`src/rtl/ifm_pkg.sv`:
```
// ifm_pkg: shared write-FSM states and default chunk length for the IFM ping-pong controller
package ifm_pkg;
  typedef enum logic {FILL, WAIT} wr_state_e;
  localparam int WR_BEAT_NUM_DEF = 4;
endpackage

```
`src/rtl/ifm_pingpong_ctrl_if.sv`:
```
// ifm_pingpong_ctrl_if: upstream beat handshake, buffer write strobe and read-bank handshake
interface ifm_pingpong_ctrl_if import ifm_pkg::*; #(
  parameter int WR_BEAT_NUM = WR_BEAT_NUM_DEF
);
  localparam int CW = $clog2(WR_BEAT_NUM);
  logic          flush_i;
  logic          in_valid_i;
  logic          in_ready_o;
  logic          wr_valid_o;
  logic [CW-1:0] wr_count_o;
  logic          wr_sel_o;
  logic          rd_sel_o;
  logic          rd_chunk_vld_o;
  logic          rd_done_i;
  modport slave (
    input  flush_i, in_valid_i, rd_done_i,
    output in_ready_o, wr_valid_o, wr_count_o, wr_sel_o, rd_sel_o, rd_chunk_vld_o
  );
  modport master (
    output flush_i, in_valid_i, rd_done_i,
    input  in_ready_o, wr_valid_o, wr_count_o, wr_sel_o, rd_sel_o, rd_chunk_vld_o
  );
endinterface

```
`src/rtl/ifm_sat_cnt.sv`:
```
// ifm_sat_cnt: saturating event counter with synchronous clear (built only with IFM_STALL_CNT_EN)
`ifdef IFM_STALL_CNT_EN
module ifm_sat_cnt #(
  parameter int W = 16
) (
  input  logic         clk_i,
  input  logic         rst_i,
  input  logic         clr_i,
  input  logic         inc_i,
  output logic [W-1:0] cnt_o
);
  // count events, holding at all-ones; clear wins over increment
  always_ff @(posedge clk_i or negedge rst_i)
    if (!rst_i) cnt_o <= '0;
    else if (clr_i) cnt_o <= '0;
    else if (inc_i && !(&cnt_o)) cnt_o <= cnt_o + W'(1);
endmodule
`endif

```
`src/rtl/ifm_pingpong_ctrl.sv`:
```
// ifm_pingpong_ctrl: two-bank ping-pong IFM buffer controller; IFM_STALL_CNT_EN adds stall/starve counters
module ifm_pingpong_ctrl import ifm_pkg::*; #(
  parameter int WR_BEAT_NUM = WR_BEAT_NUM_DEF,
  parameter int CNT_W       = 16
) (
  input logic clk_i,
  input logic rst_i,
  ifm_pingpong_ctrl_if.slave bus
`ifdef IFM_STALL_CNT_EN
  ,
  output logic [CNT_W-1:0] wr_stall_cnt_o,
  output logic [CNT_W-1:0] rd_starve_cnt_o
`endif
);
  localparam int CW = $clog2(WR_BEAT_NUM);
  if (WR_BEAT_NUM < 2 || WR_BEAT_NUM > 256 || CNT_W < 1) begin : g_bad_param
    $error("ifm_pingpong_ctrl: WR_BEAT_NUM must be 2..256 and CNT_W at least 1");
  end
  logic [1:0]    full_q, full_d, set_v, clr_v;
  logic [CW-1:0] cnt_q, cnt_d;
  logic          wr_sel_q, wr_sel_d, rd_sel_q, rd_sel_d, last, rel;
  wr_state_e     state_q, state_d;
  assign bus.in_ready_o     = (state_q == FILL) && !bus.flush_i;
  assign bus.wr_valid_o     = bus.in_valid_i && bus.in_ready_o;
  assign bus.wr_count_o     = cnt_q;
  assign bus.wr_sel_o       = wr_sel_q;
  assign bus.rd_sel_o       = rd_sel_q;
  assign bus.rd_chunk_vld_o = full_q[rd_sel_q];
  assign last  = bus.wr_valid_o && cnt_q == CW'(WR_BEAT_NUM - 1);
  assign rel   = bus.rd_done_i && full_q[rd_sel_q];
  assign set_v = {2{last}} & {wr_sel_q, !wr_sel_q};
  assign clr_v = {2{rel}} & {rd_sel_q, !rd_sel_q};
  // bank flags, pointers and beat counter advance; flush overrides every event, WAIT tracks a full write bank
  always_comb begin
    full_d   = bus.flush_i ? 2'b00 : (full_q | set_v) & ~clr_v;
    cnt_d    = (bus.flush_i || last) ? '0 : cnt_q + CW'(bus.wr_valid_o);
    wr_sel_d = !bus.flush_i && (wr_sel_q ^ last);
    rd_sel_d = !bus.flush_i && (rd_sel_q ^ rel);
    state_d  = full_d[wr_sel_d] ? WAIT : FILL;
  end
  // state register; reset discards any partial chunk
  always_ff @(posedge clk_i or negedge rst_i)
    if (!rst_i) begin
      full_q   <= 2'b00;
      cnt_q    <= '0;
      wr_sel_q <= 1'b0;
      rd_sel_q <= 1'b0;
      state_q  <= FILL;
    end else begin
      full_q   <= full_d;
      cnt_q    <= cnt_d;
      wr_sel_q <= wr_sel_d;
      rd_sel_q <= rd_sel_d;
      state_q  <= state_d;
    end
  a_no_set_clr: assert property (@(posedge clk_i) disable iff (!rst_i) !(|(set_v & clr_v)));
  a_wait_full:  assert property (@(posedge clk_i) disable iff (!rst_i) (state_q == WAIT) == full_q[wr_sel_q]);
`ifdef IFM_STALL_CNT_EN
  logic started_q;
  // remember that a chunk has completed so read starvation is only counted afterwards
  always_ff @(posedge clk_i or negedge rst_i)
    if (!rst_i) started_q <= 1'b0;
    else started_q <= !bus.flush_i && (started_q || last);
  ifm_sat_cnt #(.W(CNT_W)) u_wr_stall (
    .clk_i (clk_i),
    .rst_i (rst_i),
    .clr_i (bus.flush_i),
    .inc_i (bus.in_valid_i && !bus.in_ready_o),
    .cnt_o (wr_stall_cnt_o)
  );
  ifm_sat_cnt #(.W(CNT_W)) u_rd_starve (
    .clk_i (clk_i),
    .rst_i (rst_i),
    .clr_i (bus.flush_i),
    .inc_i (started_q && !full_q[rd_sel_q]),
    .cnt_o (rd_starve_cnt_o)
  );
`endif
endmodule
```
`src/flat_wrapper.sv`:
```
// flat-port wrapper written by rule: the top's interface ports become plain ports
module ifm_pingpong_ctrl_flat import ifm_pkg::*;
#(
  parameter int WR_BEAT_NUM = WR_BEAT_NUM_DEF,
  parameter int CNT_W       = 16
)
  (clk_i, rst_i, bus_flush_i, bus_in_valid_i, bus_rd_done_i, bus_in_ready_o, bus_wr_valid_o, bus_wr_count_o, bus_wr_sel_o, bus_rd_sel_o, bus_rd_chunk_vld_o);
  ifm_pingpong_ctrl_if #(.WR_BEAT_NUM(WR_BEAT_NUM)) bus_i ();
  input logic clk_i;
  input logic rst_i;
  input wire logic [$bits(bus_i.flush_i)-1:0] bus_flush_i;
  input wire logic [$bits(bus_i.in_valid_i)-1:0] bus_in_valid_i;
  input wire logic [$bits(bus_i.rd_done_i)-1:0] bus_rd_done_i;
  output wire logic [$bits(bus_i.in_ready_o)-1:0] bus_in_ready_o;
  output wire logic [$bits(bus_i.wr_valid_o)-1:0] bus_wr_valid_o;
  output wire logic [$bits(bus_i.wr_count_o)-1:0] bus_wr_count_o;
  output wire logic [$bits(bus_i.wr_sel_o)-1:0] bus_wr_sel_o;
  output wire logic [$bits(bus_i.rd_sel_o)-1:0] bus_rd_sel_o;
  output wire logic [$bits(bus_i.rd_chunk_vld_o)-1:0] bus_rd_chunk_vld_o;
  assign bus_i.flush_i = bus_flush_i;
  assign bus_i.in_valid_i = bus_in_valid_i;
  assign bus_i.rd_done_i = bus_rd_done_i;
  assign bus_in_ready_o = bus_i.in_ready_o;
  assign bus_wr_valid_o = bus_i.wr_valid_o;
  assign bus_wr_count_o = bus_i.wr_count_o;
  assign bus_wr_sel_o = bus_i.wr_sel_o;
  assign bus_rd_sel_o = bus_i.rd_sel_o;
  assign bus_rd_chunk_vld_o = bus_i.rd_chunk_vld_o;
  ifm_pingpong_ctrl #(.WR_BEAT_NUM(WR_BEAT_NUM), .CNT_W(CNT_W)) u_core (.clk_i(clk_i), .rst_i(rst_i), .bus(bus_i));
endmodule
```
`config.mk`:
```
export PLATFORM = sky130hd
export DESIGN_NAME = ifm_pingpong_ctrl_flat
export DESIGN_NICKNAME = d
export VERILOG_FILES = /design/src/rtl/ifm_pkg.sv /design/src/rtl/ifm_pingpong_ctrl_if.sv /design/src/rtl/ifm_sat_cnt.sv /design/src/rtl/ifm_pingpong_ctrl.sv /design/src/flat_wrapper.sv
export SDC_FILE = /design/constraint.sdc
export NUM_CORES = 1
export LEC_CHECK = 0
export ABC_CLOCK_PERIOD_IN_PS = 2040
export CORE_AREA = 4 4 41 43
export CTS_CLUSTER_DIAMETER = 40
export DETAILED_ROUTE_END_ITERATION = 6
export DIE_AREA = 0 0 45 47
export REMOVE_ABC_BUFFERS = 1
export SETUP_SLACK_MARGIN = 0.02
export SKIP_CTS_REPAIR_TIMING = 1
export SLEW_MARGIN = 30
export SYNTH_ARGS = -nofsm -noshare
export SYNTH_HDL_FRONTEND = slang
export SYNTH_SLANG_ARGS = --single-unit
```
`constraint.sdc`:
```
create_clock -name clk_i -period 2.04 [get_ports clk_i]
set_input_delay 0.204 -clock clk_i [delete_from_list [all_inputs] [get_ports clk_i]]
set_output_delay 0.204 -clock clk_i [all_outputs]
set_load 0.1 [all_outputs]
```
==> results by group, run 1 <==
Status
  – Outcome: finished, final reports clean

Route
  – Initial drt markers: 0
  – DRT Wirelength: 659 µm
  – WL/cell: 10.6 µm
  – DRC: 0
  – Total number of vias: 263
  – Drt pass-1 iters: 1
  – Via density: 4.24
  – Post-route ant nets: 0

Timing
  – Clk_skew: 0.000239 ns
  – Unrepaired setup endpoints after global routing: false
  – Min cycle time layout: 1.52 ns
  – Fin. max-slew vios: 0
  – Final Hold Vio Count: 0
  – Max-slew headroom: 79.5%
  – Worst Slack Setup Final: 0.517 ns
  – Fmax: 657 MHz
  – Tcrit/Tclk final: 74.7%
  – Worst slew pin tran: 0.307 ns
  – Setup-failing EPs final: 0
  – Setup TNS: 0 ns

Place
  – Place WS: 0.307 ns
  – GPL Wtd Cong: 0.658
  – DP Wirelength: 551 µm
  – Dpl cell area: 505 µm²
  – I/O Buffers: 11

Logic synthesis
  – Most instantiated library cell after synthesis: dfrtp_1
  – Predominant post-synthesis flop cell: dfrtp_1
  – Cells after Synth: 32
  – Post-synth ARST share: 100%
  – Cell area after synthesis: 373 µm²
  – Syn. warnings: 0
  – Synth top area share: 47.0%
  – Post-synthesis sequential area ratio: 47.0%
  – Top cells by count, synth: dfrtp_1 (7), nor2_1 (6), ha_1 (5)
  – Mean Syn Cell Area: 11.7 µm²
  – Seq cells post-synth: 7
  – Yosys cell types: 12
  – Main area contributors after synthesis: dfrtp_1 (47%), ha_1 (17%), mux2_4 (8.1%), nor2_1 (6.0%), nor3_2 (5.4%)
  – Number of flops mapped to enable cells by yosys: 0
  – Yosys top cell by area: dfrtp_1

Finish
  – Fillers: 148
  – Ant diodes: 0
  – Area growth from synthesis to layout: 42.6%
  – Post-route cell area: 532 µm²
  – Layout cells sized above 1: 31.9%
  – Finished Core Util: 40.9%
  – Nets: 58

Floorplan
  – Total Die Area: 2120 µm²
  – Die height: 47 µm
  – Core footprint: 1300 µm²
  – Initial Util: 28.7%
  – Row count: 13
  – Die width: 45 µm
  – Top-level port count: 12

CTS
  – Clock Tree Buf Depth: 2
  – Worst-path clk slew: 0.05 ns
  – H-Tree Depth: 1
  – CTS sink cnt: 7
  – CTS Buf Count: 3
  – Worst skew pair latency: 0.24 ns
  – TritonCTS clock tree: built
  – Clk root buf: clkbuf_4

Power
  – Seq pwr share: 43.1%
  – Pleak: 0.271 nW
  – Sw Share: 28.5%
  – NetSw: 0.0952 mW
  – Power Density: 628 nW/µm²
  – VDD IR max: 266 µV
  – Final Power: 0.334 mW
  – Clock Power Share: 36.1%
  – Comb pwr share: 20.8%
  – Pint: 0.239 mW

GRT
  – Initial antenna violation count: 0
  – Largest net degree at the start of global routing: 8
  – Vias in the first global route: 282
  – Global Route Usage Sum: 8.13%
  – Total gr overflow: 0
  – First-pass GRT wire length: 1180 µm

Worst setup path
  – Kind of critical path: reg -> reg
  – CP startpoint kind: flop
  – Critical R2R Capture: u_core.state_q
  – RR Startpoint: u_core.bus.rd_sel_o
  – Critical Path Start: u_core.bus.rd_sel_o
  – Arrival time at the worst endpoint: 1.71 ns
  – Crit path to: u_core.state_q
  – Worst EP required: 2.22 ns
  – Largest fanout on the critical path: 4
  – CP Capture Type: flop
  – Worst reg2reg path depth: 5
  – Reg2Reg Setup Slack: 0.52 ns

Flow run
  – Max-Cap Viols: 0

Worst hold path
  – Path type of the worst min-delay path: in -> async
## stage by stage
| step | std cells | hold WS, ns |
|---|---|---|
| CTS | 62 | 0.219 |
| finish | 62 | 0.216 |
| floorplan | 31 | -0.0916 |
| global placement | 58 | 0.483 |
| detailed placement | 58 | 0.486 |
| global route | 62 | 0.224 |
## worst max-delay path, stage by stage, from the launching register on
cell	delay, ns
dfrtp_1	0.43
mux2_4	0.32
and2_1	0.18
ha_1	0.19
nor3_2	0.19
mux2_4	0.17
## worst min-delay path by stage
stage	to
after floorplan	u_core.bus.rd_sel_o
after global placement	u_core.bus.rd_sel_o
after detailed placement	u_core.bus.wr_sel_o
after CTS	u_core.bus.wr_sel_o
after global routing	u_core.state_q
final	u_core.bus.wr_sel_o
## cell families (layout without fill, tap and decap cells)
kind of cell               Yosys count  in the layout  synth area share [%]
muxes                                2              2                  8.05
buffers and inverters                3             18                  5.03
DFF                                  7              7                  47.0
adders and majority gates            5              5                  16.8
xor gates and xnor gates             1              1                  2.35
and+or+nand+nor                     14             14                  20.8
## metal layers
metal,part of all wire [%],GRT usage (%)
met2,49,12.7
met4,0,5.26
met1,46,9.81
met5,0,0
met3,4.4,2.30
## cells in the final DEF (no fill, tap or decap)
master / netlist / final
inv_1: 2 / 2
nor3_2: 2 / 2
clkbuf_4: 0 / 3
nor3_1: 2 / 2
nor2_1: 6 / 6
clkbuf_1: 0 / 1
and2_1: 2 / 2
clkdlybuf4s50_1: 0 / 4
nor3b_1: 1 / 1
dfrtp_1: 7 / 7
ha_1: 5 / 5
buf_4: 0 / 6
mux2_4: 2 / 2
nand3_1: 1 / 1
xnor2_1: 1 / 1
buf_12: 0 / 2
## state kept, by name (all words and copies together) (netlist names)
| signal | count |
|---|---|
| u_core.bus.rd_sel_o | 1 |
| u_core.bus.wr_count_o | 2 |
| u_core.bus.wr_sel_o | 1 |
| u_core.full_q | 2 |
| u_core.state_q | 1 |
## cell type report
cell class	count	area, µm²	area share [%]
multi-input cells	22	179	33.6
flip-flops and latches	7	175	32.9
well taps	15	18.8	3.53
inverters	2	7.51	1.41
repair buffers	12	125	23.5
clock buffers	4	26.3	4.94
## power by group through the flow
stage / registers, mW / logic (mW) / clock network (mW)
detailed placement: 0.146 / 0.0703 / 0
global placement: 0.146 / 0.0702 / 0
global route: 0.144 / 0.0731 / 0.135
finish: 0.144 / 0.0696 / 0.121
floorplan: 0.165 / 0.0224 / 0
CTS: 0.144 / 0.0704 / 0.126
(Power assumes the default switching activity.)
==> run 2: changes to the inputs <==
--- a/config.mk
+++ b/config.mk
@@ -5,7 +5,7 @@
 export SDC_FILE = /design/constraint.sdc
 export NUM_CORES = 1
 export LEC_CHECK = 0
-export ABC_CLOCK_PERIOD_IN_PS = 2040
+export ABC_CLOCK_PERIOD_IN_PS = 1300
 export CORE_AREA = 4 4 41 43
 export CTS_CLUSTER_DIAMETER = 40
 export DETAILED_ROUTE_END_ITERATION = 6
==> constraint.sdc (replaced) <==
create_clock -name clk_i -period 1.3 [get_ports clk_i]
set_input_delay 0.13 -clock clk_i [delete_from_list [all_inputs] [get_ports clk_i]]
set_output_delay 0.13 -clock clk_i [all_outputs]
set_load 0.1 [all_outputs]
==> run 2 against run 1 <==
Net effect: the flow now finishes with violations (setup timing); critical path depth unchanged; sequential power increased by 56%; core utilization increased by 19 points; wire length increased by 46%; global-route usage increased by 1.4 points; clock power increased by 61%; die area unchanged; non-clock buffer count increased by 12; combinational power increased by 130%; largest power group unchanged.
==> results by group, run 2 (same netlist as run 1, synthesis figures left out) <==
Finish
  – Final std cells w/o fill: 74 (+19%)
  – Layout cells sized above 1: 64.4% (+32 points)
  – Area growth from synthesis to layout: 109%
  – Nets: 70 (+21%)
  – Commonest non-fill, non-tap cell in the layout: buf_4
  – Ant diodes: 0 (unchanged)
  – Post-route cell area: 779 µm² (+47%)
  – Fillers: 104 (-30%)
  – Commonest cells after routing, fill and taps aside: buf_4 (9), buf_12 (7), dfrtp_1 (7), nor2_1 (4), buf_6 (4)
  – Finished Core Util: 59.9% (+19 points)

Route
  – Top Metal Used: met4
  – Post-route ant nets: 0 (unchanged)
  – Wl on met1: 398 µm (+30%)
  – WL/cell: 13.0 µm (+23%)
  – WL met3: 51 µm (+76%)
  – Drt pass-1 iters: 4 (+3)
  – DRT Wirelength: 964 µm (+46%)
  – Total number of vias: 334 (+27%)
  – Via density: 4.51 (+6.4%)
  – Met2 wire len: 492 µm (+51%)
  – Initial drt markers: 5 (+5)
  – DRC: 0 (unchanged)

Worst setup path
  – Critical Path Start: u_core.bus.rd_sel_o
  – Critical R2R Capture: u_core.state_q
  – CP Capture Type: flop
  – CP startpoint kind: flop
  – Kind of critical path: reg -> reg
  – Arrival time at the worst endpoint: 1.62 ns (-0.09 ns)
  – Worst EP required: 1.49 ns (-0.73 ns)
  – Reg2Reg Setup Slack: -0.13 ns (-0.65 ns)
  – Crit path to: u_core.state_q
  – Largest fanout on the critical path: 2 (-2)
  – Worst reg2reg path depth: 5 (unchanged)
  – RR Startpoint: u_core.bus.rd_sel_o

Flow run
  – Max-Cap Viols: 0 (unchanged)

Floorplan
  – Row count: 13 (unchanged)
  – Die height: 47 µm (unchanged)
  – Total Die Area: 2120 µm² (unchanged)
  – Initial Util: 28.7% (unchanged)
  – Core footprint: 1300 µm² (unchanged)
  – Top-level port count: 12 (unchanged)
  – Die width: 45 µm (unchanged)

Timing
  – Clk_skew: 0.00148 ns (+0.00124 ns)
  – Final Hold Vio Count: 0 (unchanged)
  – Min cycle time layout: 1.43 ns (-0.0923 ns)
  – Worst Slack Setup Final: -0.131 ns (-0.648 ns)
  – Tcrit/Tclk final: 110% (+35 points)
  – Worst slew pin tran: 0.325 ns (+0.0185 ns)
  – Fmax: 699 MHz (+6.5%)
  – Max-slew headroom: 78.2% (-1.2 points)
  – Unrepaired setup endpoints after global routing: true
  – Fin. max-slew vios: 0 (unchanged)
  – Setup-failing EPs final: 4 (+4)

CTS
  – Worst skew pair latency: 0.25 ns (about the same)
  – TritonCTS clock tree: built
  – CTS sink cnt: 7 (unchanged)
  – Clk root buf: clkbuf_4
  – Worst-path clk slew: 0.05 ns (about the same)
  – Clock Tree Buf Depth: 2 (unchanged)
  – H-Tree Depth: 1 (unchanged)
  – CTS Buf Count: 3 (unchanged)

GRT
  – Initial antenna violation count: 0 (unchanged)
  – Total gr overflow: 0 (unchanged)
  – Vias in the first global route: 327 (+16%)
  – Largest net degree at the start of global routing: 8 (unchanged)
  – Global Route Usage Sum: 9.55% (+1.4 points)
  – First-pass GRT wire length: 1350 µm (+15%)

Place
  – Place WS: -0.352 ns (-0.659 ns)
  – Placed cells: 67 (+16%)
  – I/O Buffers: 11 (unchanged)
  – Dpl cell area: 636 µm² (+26%)
  – GPL Wtd Cong: 0.706 (+7.2%)
  – DP Wirelength: 642 µm (+17%)

Status
  – Failing checks: setup timing
  – Outcome: finished, violations left

Worst hold path
  – Path type of the worst min-delay path: in -> async

Power
  – VDD IR max: 632 µV (+140%)
  – Pleak: 0.363 nW (+34%)
  – Final Power: 0.581 mW (+74%)
  – Power Density: 746 nW/µm² (+19%)
## run 2: cell types whose count changed in the layout (fill, tap and decap cells not counted), sizes merged
cell           before  now
buf                 8   20
clkdlybuf4s50       4    3
dlymetal6s2s        0    1
## run 2: layout make-up
class | instances | area (µm²) | area share, %
Clock buffer | 4 | 26.3 | 3.37
Inverter | 2 | 7.51 | 0.963
Multi-Input combinational cell | 22 | 256 | 32.9
Sequential cell | 7 | 175 | 22.5
Tap cell | 15 | 18.8 | 2.41
Timing Repair Buffer | 24 | 295 | 37.9
## run 2: how the worst min path moves through the flow
stage,endpoint,slack [ns],depth (start not counted)
after detailed placement,u_core.bus.wr_sel_o,0.42,1
after floorplan,u_core.bus.rd_sel_o,-0.17,0
after global placement,u_core.bus.rd_sel_o,0.41,1
after CTS,u_core.bus.wr_sel_o,0.14,1
after global routing,u_core.bus.wr_sel_o,0.14,1
final,u_core.bus.wr_sel_o,0.14,1
## run 2: per-stage QoR
stage	hold WS (ns)	TNS [ns]
2_1_floorplan	-0.166	-9.77
3_3_place_gp	0.413	-1.27
3_5_place_dp	0.416	-1.45
4_1_cts	0.143	-0.555
5_1_grt	0.140	-0.634
6_report	0.143	-0.366
## run 2: critical path: stages (launching register included)
cell     delay (ns)
dfrtp_1        0.40
mux2_4         0.31
and2_4         0.15
ha_4           0.16
nor3_4         0.19
mux2_4         0.16
## run 2: power breakdown
group          internal, mW  leakage (nW)  switching, mW  total [mW]
Combinational        0.0706         0.251         0.0902       0.161
Sequential            0.222        0.0970        0.00301       0.225
Clock                 0.117        0.0150         0.0781       0.195
## run 2: metal layers
metal	GRT usage [%]	up-vias
li1	-	157
met1	11.2	166
met2	14.4	9
met3	2.30	2
met4	8.77	0
met5	0	-
==> run 3: changes to the inputs <==
--- a/config.mk
+++ b/config.mk
@@ -13,6 +13,7 @@
 export REMOVE_ABC_BUFFERS = 1
 export SETUP_SLACK_MARGIN = 0.02
 export SKIP_CTS_REPAIR_TIMING = 1
+export SKIP_LAST_GASP = 1
 export SLEW_MARGIN = 30
 export SYNTH_ARGS = -nofsm -noshare
 export SYNTH_HDL_FRONTEND = slang
==> run 3 against run 2 <==
Net effect: the flow still finishes with violations (setup timing); die area unchanged; first-iteration DRC count unchanged; clock skew grew 0.0010 ns; worst setup slack worse by 0.0096 ns; final cell count stayed put; core utilization shrank 1.4 points; critical path depth is the same; non-clock buffer count is the same; worst hold slack lost 0.0020 ns.
==> results by group, run 3 (same netlist as run 1, synthesis figures left out) <==
Finish
  – Finished Core Util: 58.5% (-1.4 points)
  – Nets: 70 (unchanged)
  – Layout cells sized above 1: 59.3% (-5.1 points)
  – Commonest cells after routing, fill and taps aside: buf_4 (10), buf_12 (7), dfrtp_1 (7), nor2_1 (5)
  – Commonest non-fill, non-tap cell in the layout: buf_4
  – Ant diodes: 0 (unchanged)
  – Area growth from synthesis to layout: 104%

Place
  – I/O Buffers: 11 (unchanged)
  – DP Wirelength: 642 µm (unchanged)
  – GPL Wtd Cong: 0.706 (unchanged)

Worst setup path
  – Critical Path Start: u_core.state_q
  – CP startpoint kind: flop
  – RR Startpoint: u_core.bus.rd_sel_o
  – Crit path to: bus_wr_valid_o
  – Kind of critical path: reg -> out
  – Critical R2R Capture: u_core.state_q
  – Worst EP required: 1.17 ns (-0.32 ns)
  – Largest fanout on the critical path: 2 (unchanged)
  – Worst reg2reg path depth: 5 (unchanged)
  – CP Capture Type: output port
  – Arrival time at the worst endpoint: 1.31 ns (-0.31 ns)
  – Reg2Reg Setup Slack: -0.14 ns (about the same)

GRT
  – First-pass GRT wire length: 1350 µm (unchanged)
  – Initial antenna violation count: 0 (unchanged)
  – Total gr overflow: 0 (unchanged)
  – Global Route Usage Sum: 9.55% (unchanged)
  – Largest net degree at the start of global routing: 8 (unchanged)
  – Vias in the first global route: 327 (unchanged)

Route
  – Top Metal Used: met4
  – DRC: 0 (unchanged)
  – WL met3: 50 µm (-2.0%)
  – WL/cell: 13.1 µm (+0.73%)
  – DRT Wirelength: 971 µm (+0.73%)
  – Total number of vias: 336 (+0.60%)
  – Via density: 4.54 (+0.60%)
  – Drt pass-1 iters: 4 (unchanged)
  – Wl on met1: 396 µm (-0.50%)
  – Post-route ant nets: 0 (unchanged)
  – Met2 wire len: 500 µm (+1.6%)
  – Initial drt markers: 5 (unchanged)

Floorplan
  – Die width: 45 µm (unchanged)
  – Total Die Area: 2120 µm² (unchanged)
  – Core footprint: 1300 µm² (unchanged)
  – Initial Util: 28.7% (unchanged)
  – Die height: 47 µm (unchanged)
  – Row count: 13 (unchanged)
  – Top-level port count: 12 (unchanged)

Flow run
  – Max-Cap Viols: 0 (unchanged)

Status
  – Outcome: finished, violations left
  – Failing checks: setup timing

Timing
  – Clk_skew: 0.00248 ns (+0.00100 ns)
  – Min cycle time layout: 1.44 ns (+0.00962 ns)
  – Final Hold Vio Count: 0 (unchanged)
  – Setup-failing EPs final: 4 (unchanged)
  – Tcrit/Tclk final: 111% (+0.74 points)
  – Worst slew pin tran: 0.329 ns (+0.00313 ns)
  – Max-slew headroom: 78.0% (-0.21 points)
  – Final Hold Slack: 0.141 ns (-0.00197 ns)
  – Fmax: 694 MHz (-0.67%)
  – Worst Slack Setup Final: -0.140 ns (-0.00962 ns)
  – Fin. max-slew vios: 0 (unchanged)
  – Unrepaired setup endpoints after global routing: true

CTS
  – TritonCTS clock tree: built
  – Clock Tree Buf Depth: 2 (unchanged)
  – Clk root buf: clkbuf_4
  – H-Tree Depth: 1 (unchanged)
  – Worst skew pair latency: 0.25 ns (about the same)
  – CTS Buf Count: 3 (unchanged)
  – Worst-path clk slew: 0.05 ns (about the same)
  – CTS sink cnt: 7 (unchanged)

Power
  – Power Density: 761 nW/µm² (+2.1%)
  – VDD IR max: 632 µV (about the same)
  – Pleak: 0.361 nW (-0.58%)

Worst hold path
  – Path type of the worst min-delay path: in -> async
-- run 3: stage by stage --
stage	cells	worst slack (ns)	TNS, ns	total power [mW]	cell area [µm²]
global placement	67	-0.320	-1.27	0.364	636
CTS	71	-0.191	-0.555	0.567	662
global route	74	-0.199	-0.749	0.613	761
finish	74	-0.140	-0.381	0.579	761
detailed placement	67	-0.352	-1.45	0.365	636
floorplan	31	-1.92	-9.77	0.294	362
-- run 3: where the power goes --
part | total, mW | internal [mW] | switching (mW)
combinational | 0.157 | 0.0683 | 0.0888
sequential | 0.225 | 0.222 | 0.00226
clock | 0.197 | 0.117 | 0.0801
-- run 3: worst min path at each step --
stage | endpoint | from | slack (ns) | depth (start not counted)
floorplan | u_core.bus.rd_sel_o | rst_i | -0.17 | 0
global placement | u_core.bus.rd_sel_o | rst_i | 0.41 | 1
detailed placement | u_core.bus.wr_sel_o | rst_i | 0.42 | 1
CTS | u_core.bus.wr_sel_o | rst_i | 0.14 | 1
global route | u_core.bus.wr_sel_o | rst_i | 0.14 | 1
finish | u_core.bus.wr_sel_o | rst_i | 0.14 | 1
-- run 3: layer usage --
metal  vias to the layer above  global-route usage [%]
li1                        159                       -
met1                       165                    11.2
met2                        10                    14.4
met3                         2                    2.30
met4                         0                    8.77
met5                         -                       0
-- run 3: area by class of cell --
class,count,area (µm²)
Inverter,2,7.51
Sequential cell,7,175
Multi-Input combinational cell,22,241
Fill cell,105,541
Tap cell,15,18.8
Clock buffer,4,26.3
Timing Repair Buffer,24,292
-- run 3: worst max-delay path, stage by stage, from the launching register on --
cell     delay [ns]
dfrtp_1        0.40
buf_6          0.13
nor2_4         0.10
and2_4         0.16
buf_4          0.11
buf_12         0.16
